==> src/rtl/exp_series_engine.sv <==
// Sequential Taylor-series evaluator for e^x in signed Q8.8, fed by an external 1/(k+1) coefficient ROM.
// Define EXP_SAT_EN to make every narrowing saturate instead of wrapping.
module exp_series_engine #(
  parameter int N_TERMS = 12
) (
  input  logic        clk,
  input  logic        rst_n,
  input  logic        start,
  input  logic [15:0] x,
  output logic [3:0]  rom_addr,
  input  logic [15:0] rom_data,
  output logic        busy,
  output logic        done,
  output logic [15:0] result
);

  typedef enum logic [1:0] {
    IDLE  = 2'd0,
    MUL_X = 2'd1,
    MUL_C = 2'd2,
    DONE  = 2'd3
  } state_t;

  localparam logic [3:0] LAST_K = 4'(N_TERMS - 1);

  state_t      state_q, state_d;
  logic [15:0] x_q, x_d;
  logic [15:0] term_q, term_d;
  logic [15:0] acc_q, acc_d;
  logic [15:0] p_q, p_d;
  logic [15:0] result_q, result_d;
  logic [3:0]  k_q, k_d;
  logic [3:0]  addr_q, addr_d;
  logic        busy_q, busy_d;
  logic        done_q, done_d;

  logic signed [31:0] mul_x_s;
  logic signed [31:0] mul_c_s;
  logic signed [31:0] sum_s;
  logic [15:0]        term_new_s;

  function automatic logic [15:0] sat16(input logic signed [31:0] v);
`ifdef EXP_SAT_EN
    if (v > 32'sd32767) begin
      sat16 = 16'h7FFF;
    end else if (v < -32'sd32768) begin
      sat16 = 16'h8000;
    end else begin
      sat16 = v[15:0];
    end
`else
    sat16 = v[15:0];
`endif
  endfunction

  // The coefficient is zero-extended so the ROM value is always treated as positive.
  assign mul_x_s    = $signed({{16{term_q[15]}}, term_q}) * $signed({{16{x_q[15]}}, x_q});
  assign mul_c_s    = $signed({{16{p_q[15]}}, p_q}) * $signed({16'h0000, rom_data});
  assign term_new_s = sat16(mul_c_s >>> 8);
  assign sum_s      = $signed({{16{acc_q[15]}}, acc_q}) + $signed({{16{term_new_s[15]}}, term_new_s});

  always_comb begin
    state_d  = state_q;
    x_d      = x_q;
    term_d   = term_q;
    acc_d    = acc_q;
    p_d      = p_q;
    k_d      = k_q;
    result_d = result_q;
    done_d   = 1'b0;
    case (state_q)
      IDLE: begin
        if (start) begin
          x_d     = x;
          term_d  = 16'h0100;
          acc_d   = 16'h0100;
          k_d     = 4'd0;
          state_d = MUL_X;
        end else begin
          state_d = IDLE;
        end
      end
      MUL_X: begin
        p_d     = sat16(mul_x_s >>> 8);
        state_d = MUL_C;
      end
      MUL_C: begin
        term_d = term_new_s;
        acc_d  = sat16(sum_s);
        k_d    = k_q + 4'd1;
        if (k_q == LAST_K) begin
          state_d = DONE;
        end else begin
          state_d = MUL_X;
        end
      end
      DONE: begin
        result_d = acc_q;
        done_d   = 1'b1;
        state_d  = IDLE;
      end
      default: begin
        state_d = IDLE;
      end
    endcase
    // busy covers the registered done cycle, which is spent back in IDLE.
    busy_d = (state_d != IDLE) || (state_q == DONE);
    if ((state_d == MUL_X) || (state_d == MUL_C)) begin
      addr_d = k_d;
    end else begin
      addr_d = 4'd0;
    end
  end

  always_ff @(posedge clk) begin
    if (!rst_n) begin
      state_q  <= IDLE;
      x_q      <= 16'h0000;
      term_q   <= 16'h0000;
      acc_q    <= 16'h0000;
      p_q      <= 16'h0000;
      result_q <= 16'h0000;
      k_q      <= 4'd0;
      addr_q   <= 4'd0;
      busy_q   <= 1'b0;
      done_q   <= 1'b0;
    end else begin
      state_q  <= state_d;
      x_q      <= x_d;
      term_q   <= term_d;
      acc_q    <= acc_d;
      p_q      <= p_d;
      result_q <= result_d;
      k_q      <= k_d;
      addr_q   <= addr_d;
      busy_q   <= busy_d;
      done_q   <= done_d;
    end
  end

  assign rom_addr = addr_q;
  assign busy     = busy_q;
  assign done     = done_q;
  assign result   = result_q;

endmodule

==> config.mk <==
export PLATFORM = sky130hd
export DESIGN_NAME = exp_series_engine
export DESIGN_NICKNAME = d
export VERILOG_FILES = /design/src/rtl/exp_series_engine.sv
export SDC_FILE = /design/constraint.sdc
export NUM_CORES = 1
export LEC_CHECK = 0
export ABC_AREA = 1
export BUFFER_PORTS_ARGS = -buffer_cell sky130_fd_sc_hd__buf_2
export CAP_MARGIN = 20
export CORE_AREA = 2 2 268 164
export CTS_CLUSTER_DIAMETER = 150
export DETAILED_ROUTE_END_ITERATION = 8
export DIE_AREA = 0 0 270 166
export HOLD_SLACK_MARGIN = 0.03
export PLACE_DENSITY = 0.65
export REMOVE_ABC_BUFFERS = 1
export SKIP_CTS_REPAIR_TIMING = 1
export SYNTH_ARGS = -nofsm -noshare
export SYNTH_HDL_FRONTEND = slang
export SYNTH_SLANG_ARGS = --single-unit
==> constraint.sdc <==
create_clock -name clk -period 14.4 [get_ports clk]
set_input_delay 2.88 -clock clk [delete_from_list [all_inputs] [get_ports clk]]
set_output_delay 2.88 -clock clk [all_outputs]
set_load 0.02 [all_outputs]
---- Word level (Yosys, flattened, before mapping) ----
Index checks and enable logic that the tools add are counted.
operators by class
  multiply operators ...................... 2
  reductions and logical operators ........ 8
  equal/unequal tests ..................... 7
  add/sub/neg operators ................... 2
  mux-type cells .......................... 9
operators by type and width
  cell                   number
  $pmux W16 S2           2
  $mul A16 B16 Y24       1
  $mul A16 B17 Y24       1
  $add A16 B16 Y16       1
  $mux W16               1
  $pmux W2 S4            1
  $pmux W4 S2            1
  $eq A2 B2 Y1 const B   3
  $reduce_and A2 Y1      3
  $add A4 B1 Y4 const B  1
  $eq A2 B1 Y1 const B   2
  $eq A4 B4 Y1 const B   1
  $mux W4                1
  $reduce_bool A2 Y1     2
  $logic_not A2 Y1       1
  $logic_or A1 B1 Y1     2
  $mux W1                2
  $mux W2                1
  $ne A2 B2 Y1 const B   1
word-level totals
  output and inout bits ................... 22
  bits in registers ....................... 92
  word-level logic and storage cells ...... 38
  input port bits ......................... 35

---- Logic depth before layout (Yosys ltp) ----
Gate-level depths: netlist of the first run.
  depth in word-level cells ............... 6
  depth in mapped cells ................... 35
  mapped depth without buffers ............ 33

---- Worst setup path after synthesis of the first run ----
Ideal clock, no wire load.
  path type ............................... input -> register
  from .................................... in rom_data[7]
  to ...................................... reg acc_q[12]
  setup slack ............................. 5,294 ps
  stages .................................. 31
  buffers on the path ..................... 2
  library setup time ...................... 132 ps
  arrival ................................. 8,973 ps
  path through ............................ clkbuf_1 > clkbuf_1 > nand2_1 > fa_1 > inv_1 > fa_1 > inv_1 > fa_1 > inv_1 > fa_1 > fa_1 > inv_1 > fa_1 > inv_1 > ha_1 > nand2_1 > nor2_1 > nor3b_2 > a21oi_1 > xnor2_1 > ha_1 > a21oi_1 > o21ai_0 > a21oi_1 > nand2_1 > a21oi_1 > or2_2 > nand2_1 > a21oi_1 > o21ai_0 > a21oi_1
between the ends
  word-level cells in the longest chain between the ends .. 3
RTL lines
  item                  RTL line  source
  start, declared       11        input logic [15:0] rom_data,
  $mul A16 B17 Y24      58        assign mul_c_s = $signed({{16{p_q[15]}}, p_q}) * $signed({16'h0000, rom_data});
  $add A16 B16 Y16      60        assign sum_s = $signed({{16{acc_q[15]}}, acc_q}) + $signed({{16{term_new_s[15]}}, term_new_s});
  $pmux W16 S2          71        case (state_q)
  end signal, assigned  120       acc_q <= 16'h0000;
  end signal, assigned  131       acc_q <= acc_d;
  end, declared         29        logic [15:0] acc_q, acc_d;
Every way passes these cells.
A chain may end at the register's enable or synchronous reset.

---- Worst setup path in the final report of the first run ----
  from .................................... in rom_data[10]
  to ...................................... reg acc_q[12]
The elaborated chain is that of the path after synthesis.

==> results_dict.tcl, run 1 <==
set metrics [dict create \
    outcome "finished clean" \
    max_stage_delay_ns 0.58 \
    grt_pass1_wl_um 85300 \
    async_reset_ff_share_pct 0 \
    finalClockSkew_ns 0.0196 \
    setup_violations 0 \
    design_area_sq_um 20300 \
    synth-xor-area-share_pct 2.02 \
    avgSynthCellArea_sq_um 7.41 \
    synthAdderAreaFrac_pct 47.3 \
    drive_gt1_share_pct 5.03 \
    globalRouteMet2Util_pct 34.3 \
    tightest_slew_ns 1.03 \
    p_leak_nw 11.3 \
    synth_top_family_by_area "adder cells" \
    syn-cell-area_sq_um 19300 \
    layout_common_cells "inv_1, nand2_1, fa_1" \
    critPathSlowestCell "fa_1" \
    maxCapViolCount 0 \
    end_kind "flip-flop" \
    vias_per_cell 4.96 \
    hp-class "reg2reg" \
    timing.final.crit_share_pct 64.2 \
    core_area_sq_um 42600 \
    ios 57 \
    path_max_fanout 15 \
    synth.yosys.seq_area_share_pct 9.52 \
    synth_seq_cells 92 \
    num_rows 59 \
    top_usage_layer "met1" \
    place_area_sq_um 20000 \
    use_met3_pct 5.08 \
    synth_simple_gate_area_share_pct 18.5 \
    detail_route.first_pass.iterations 6 \
    port_buffers 56 \
    grt-ovfl-total 0 \
    power.total_w 0.00210 \
    die_w_um 270 \
    die_h_um 166 \
    powerDensity_nw_per_um2 103 \
    fillCellCount 4239 \
    cp-start-kind "primary input" \
    nNetsFinal 3133 \
    critical_path_class "in2reg" \
    final_common_cell "inv_1" \
    drt-initial-drc-count 1255 \
    synth_edf_count 0 \
    required_ns 14.69 \
    use_met1_pct 36.8 \
    multi_input_area_sq_um 14300 \
    ctsRootBufferMaster "clkbuf_16" \
    fmax_mhz 108 \
    netlist_instances 2610 \
    routabilityCongestion 0.898 \
    area_delta_synth_final_pct 5.00 \
    antenna_found_initial 1 \
    die_area_sq_um 44800 \
    h-tree-depth 3 \
    period_minus_slack_ns 9.24 \
    yosys_warnings 0 \
    dp_hpwl_um 42400 \
    synthDistinctLibCells 46 \
    cp.arrival_ns 9.53 \
    drt-total-wl_um 50800 \
    drcViolationCount 0 \
    clk_latency_ns 0.36 \
    antenna_cells 0 \
    start_util_pct 45.4 \
    slew_headroom_pct 31.6 \
    fin_setup_tns_ns 0 \
    grt_pass1_vias 16215 \
    clockBufferDepth 2 \
    report.final.hold_viol_count 0 \
    rsz0062_at_grt "no" \
    register_area_sq_um 1840 \
    muxShareOfSynthArea_pct 0 \
    grt_max_degree 48 \
    numCtsBuffers 9 \
    wl_per_cell_um 16.1 \
    gr-usage-all-layers_pct 23.6 \
    slew_violations 0 \
    vias 15699 \
    clk_pin_slew_ns 0.08 \
    ant_nets 0 \
    cts_tree "done" \
    synth_flop_cell "dfxtp_1" \
    synth_compound_area_share_pct 6.07 \
    irDropWorstVdd_v 0.0000740 \
    cts_sinks 92 \
]
[registers in the layout, indices dropped and copies added, names as in the netlist]
| register | cells |
|---|---|
| term_q | 16 |
| busy | 1 |
| p_q | 16 |
| acc_q | 16 |
| state_q | 2 |
| done | 1 |
| rom_addr | 4 |
| x_q | 16 |
| result | 16 |
| k_q | 4 |
[kinds of logic (layout without fill, tap and decap cells)]
logic type                 after synthesis  in the layout
AOI/OAI and AO/OA                      214            214
xor gates and xnor gates                42             42
adders and majority gates              519            519
buffers and inverters                  845            819
DFF                                     92             92
and+or+nand+nor                        898            898
[where the power goes]
group | leakage [nW] | internal [W] | switching, W | total [W]
clock | 0.146 | 0.000123 | 0.000118 | 0.000240
sequential | 0.750 | 0.000276 | 0.0000705 | 0.000347
combinational | 10.4 | 0.000536 | 0.000977 | 0.00151
[worst paths after layout]
kind	start	end	slack, ns	cells after the start
min	term_q[5]	term_q[5]	0.47	2
min reg2reg	term_q[5]	term_q[5]	0.47	2
max reg2reg	p_q[2]	acc_q[12]	7.08	29
max	rom_data[10]	acc_q[12]	5.16	30
[layout make-up]
type	instances	area share (%)
Multi-Input combinational cell	1673	70.4
Inverter	731	13.5
Sequential cell	92	9.07
Tap cell	579	3.57
Timing Repair Buffer	72	1.97
Clock buffer	9	1.11
Clock inverter	7	0.351
[synth_stat cells, types with 4 or more instances]
cell type	n	area share [%]
fa_1	355	37
nand3_1	59	1.5
nand3b_1	6	0.23
o21ai_0	70	1.8
nand4_1	4	0.13
o211ai_1	6	0.23
nor3_1	7	0.18
or2_2	15	0.49
clkbuf_1	98	1.9
nand2_2	9	0.29
buf_2	9	0.23
xnor2_1	12	0.54
a21o_1	7	0.27
xor2_1	27	1.2
nand2_1	645	13
buf_4	4	0.16
nor2_1	144	2.8
inv_1	724	14
ha_1	164	11
dfxtp_1	92	9.5
clkinv_1	4	0.078
a21oi_1	106	2.7
a31oi_1	6	0.19
[per-layer routing]
layer | share of wire (%) | vias to the layer above
met1 | 50 | 7682
met2 | 41 | 538
met3 | 8.2 | 35
li1 | - | 7444
met4 | 0.79 | 0
met5 | 0 | -
[metrics by stage]
step | worst slack, ns | hold slack, ns | cells | utilization (%)
after global routing | 4.64 | 0.484 | 3163 | 47.7
after floorplan | 5.68 | 0.455 | 2496 | -
final | 5.16 | 0.474 | 3163 | 47.7
after detailed placement | 4.87 | 0.459 | 3147 | 47.0
after global placement | 4.91 | 0.462 | 3147 | 47.0
after CTS | 5.21 | 0.469 | 3163 | 47.7
[critical path: cells and delay by family]
kind / cells / cell delay (ns)
AOI/OAI and AO/OA: 8 / 1.17
xor gates and xnor gates: 1 / 0.25
adders and majority gates: 8 / 3.79
buffers and inverters: 4 / 0.43
and+or+nand+nor: 9 / 0.98
No activity file was read; power rests on OpenSTA's default activity.
==> run 2: changes to the inputs <==
Clock period 14.4 ns to 9.1 ns, I/O delays scaled along.
==> results_dict.tcl, run 2 (same netlist as run 1, synthesis figures left out) <==
set metrics [dict create \
    outcome "finished clean" \
    hp-class "reg2reg" \
    grt_max_degree 48 \
    drt-initial-drc-count 1310 \
    swShare_pct 55.5 \
    dp_cells 3150 \
    detail_route.first_pass.iterations 7 \
    die_h_um 166 \
    die_w_um 270 \
    clockBufferDepth 2 \
    drt-total-wl_um 51200 \
    cts_tree "done" \
    dp_hpwl_um 42800 \
    setup_violations 0 \
    vias 15879 \
    final_common_cell "inv_1" \
    period_minus_slack_ns 8.22 \
    stdcell_count 3166 \
    critical_path_class "in2reg" \
    slew_violations 0 \
    pre_cts_ws_ns 0.583 \
    gr-usage-all-layers_pct 24.0 \
    whs_path_depth 2 \
    drive_gt1_share_pct 5.14 \
    cp.depth 29 \
    port_buffers 56 \
    core_area_sq_um 42600 \
    holdWs_ns 0.476 \
    clk_latency_ns 0.35 \
    critPathSlowestCell "fa_1" \
    ant_nets 0 \
    h-tree-depth 3 \
    cts_sinks 92 \
    routabilityCongestion 0.894 \
    setup_slack_ns 0.878 \
    pwr-share-clk_pct 11.0 \
    path_max_fanout 15 \
    vias_per_cell 5.02 \
    numCtsBuffers 9 \
    report.final.hold_viol_count 0 \
    start_util_pct 45.4 \
    nNetsFinal 3136 \
    end_kind "flip-flop" \
    combinationalPowerShare_pct 72.5 \
    use_met3_pct 4.71 \
    antenna_found_initial 0 \
    area_delta_synth_final_pct 5.04 \
    timing.final.crit_share_pct 90.3 \
    drcViolationCount 0 \
    cp-start-kind "primary input" \
    num_rows 59 \
    die_area_sq_um 44800 \
    p_switching_w 0.00183 \
    irDropWorstVdd_v 0.000135 \
    max_stage_delay_ns 0.61 \
    seq_power_share_pct 16.5 \
    fin_setup_tns_ns 0 \
    cp.arrival_ns 8.44 \
    internal_power_w 0.00147 \
    crit_buf_inv 4 \
    wl_per_cell_um 16.2 \
    powerDensity_nw_per_um2 163 \
    r2r_cells 28 \
    globalRouteMet2Util_pct 35.1 \
    maxCapViolCount 0 \
    required_ns 9.32 \
    use_met1_pct 37.6 \
    finalClockSkew_ns 0.0160 \
    rsz0062_at_grt "no" \
    crit_family "adder cells" \
    grt_pass1_wl_um 86700 \
    top_usage_layer "met1" \
    ctsRootBufferMaster "clkbuf_16" \
    tightest_slew_ns 0.977 \
    p_leak_nw 11.3 \
    antenna_cells 0 \
    grt-ovfl-total 0 \
    layout_common_cells "inv_1, nand2_1, fa_1" \
    fmax_mhz 122 \
    clk_pin_slew_ns 0.07 \
    grt_pass1_vias 16469 \
    slew_headroom_pct 34.8 \
    ios 57 \
]
-- run 2: cell types whose count changed in the layout (fill, tap and decap cells not counted) --
cell / change
inv_6: -2
clkinvlp_4: +2
clkinv_2: +1
buf_4: +3
clkinv_8: -1
-- run 2: final timing paths --
check                           slack, ns         to   startpoint
worst max-delay path                 0.88  acc_q[12]  rom_data[9]
worst min-delay path                 0.48  term_q[4]    term_q[4]
worst max register to register       1.70  acc_q[12]       p_q[2]
worst min register to register       0.48  term_q[4]    term_q[4]
-- run 2: through the flow --
step / total power, W / util [%] / cell area (sq um)
finish: 0.00330 / 47.7 / 20300
global placement: 0.00290 / 47.0 / 20000
global route: 0.00368 / 47.7 / 20300
detailed placement: 0.00291 / 47.0 / 20000
CTS: 0.00330 / 47.7 / 20300
floorplan: 0.00220 / - / 18900
-- run 2: routing by layer --
metal	part of all wire [%]	up-vias	routed length, um
li1	-	7457	-
met1	49	7788	25000
met2	41	595	20900
met3	9.5	39	4880
met4	0.96	0	491
met5	0	-	0
-- run 2: cell type report --
type                       count  area (sq um)
multi-input combinational   1673         14300
timing repair buffer          75           423
clock buffer                   9           225
sequential                    92          1840
clock inverter                 7          57.6
inverter                     731          2740
fill                        4286         22300
tap                          579           724
-- run 2: tightest hold or removal path, stage by stage (launching register included) --
cell and delay, ns:
dfxtp_1 0.31, nand2_1 0.06, a21oi_1 0.06
-- run 2: power groups by stage --
stage / Clock [W] / Sequential [W] / Combinational [W]
after detailed placement: 0 / 0.000547 / 0.00236
after CTS: 0.000372 / 0.000539 / 0.00239
final: 0.000364 / 0.000544 / 0.00240
after global placement: 0 / 0.000547 / 0.00235
after global routing: 0.000390 / 0.000548 / 0.00275
after floorplan: 0 / 0.000516 / 0.00168
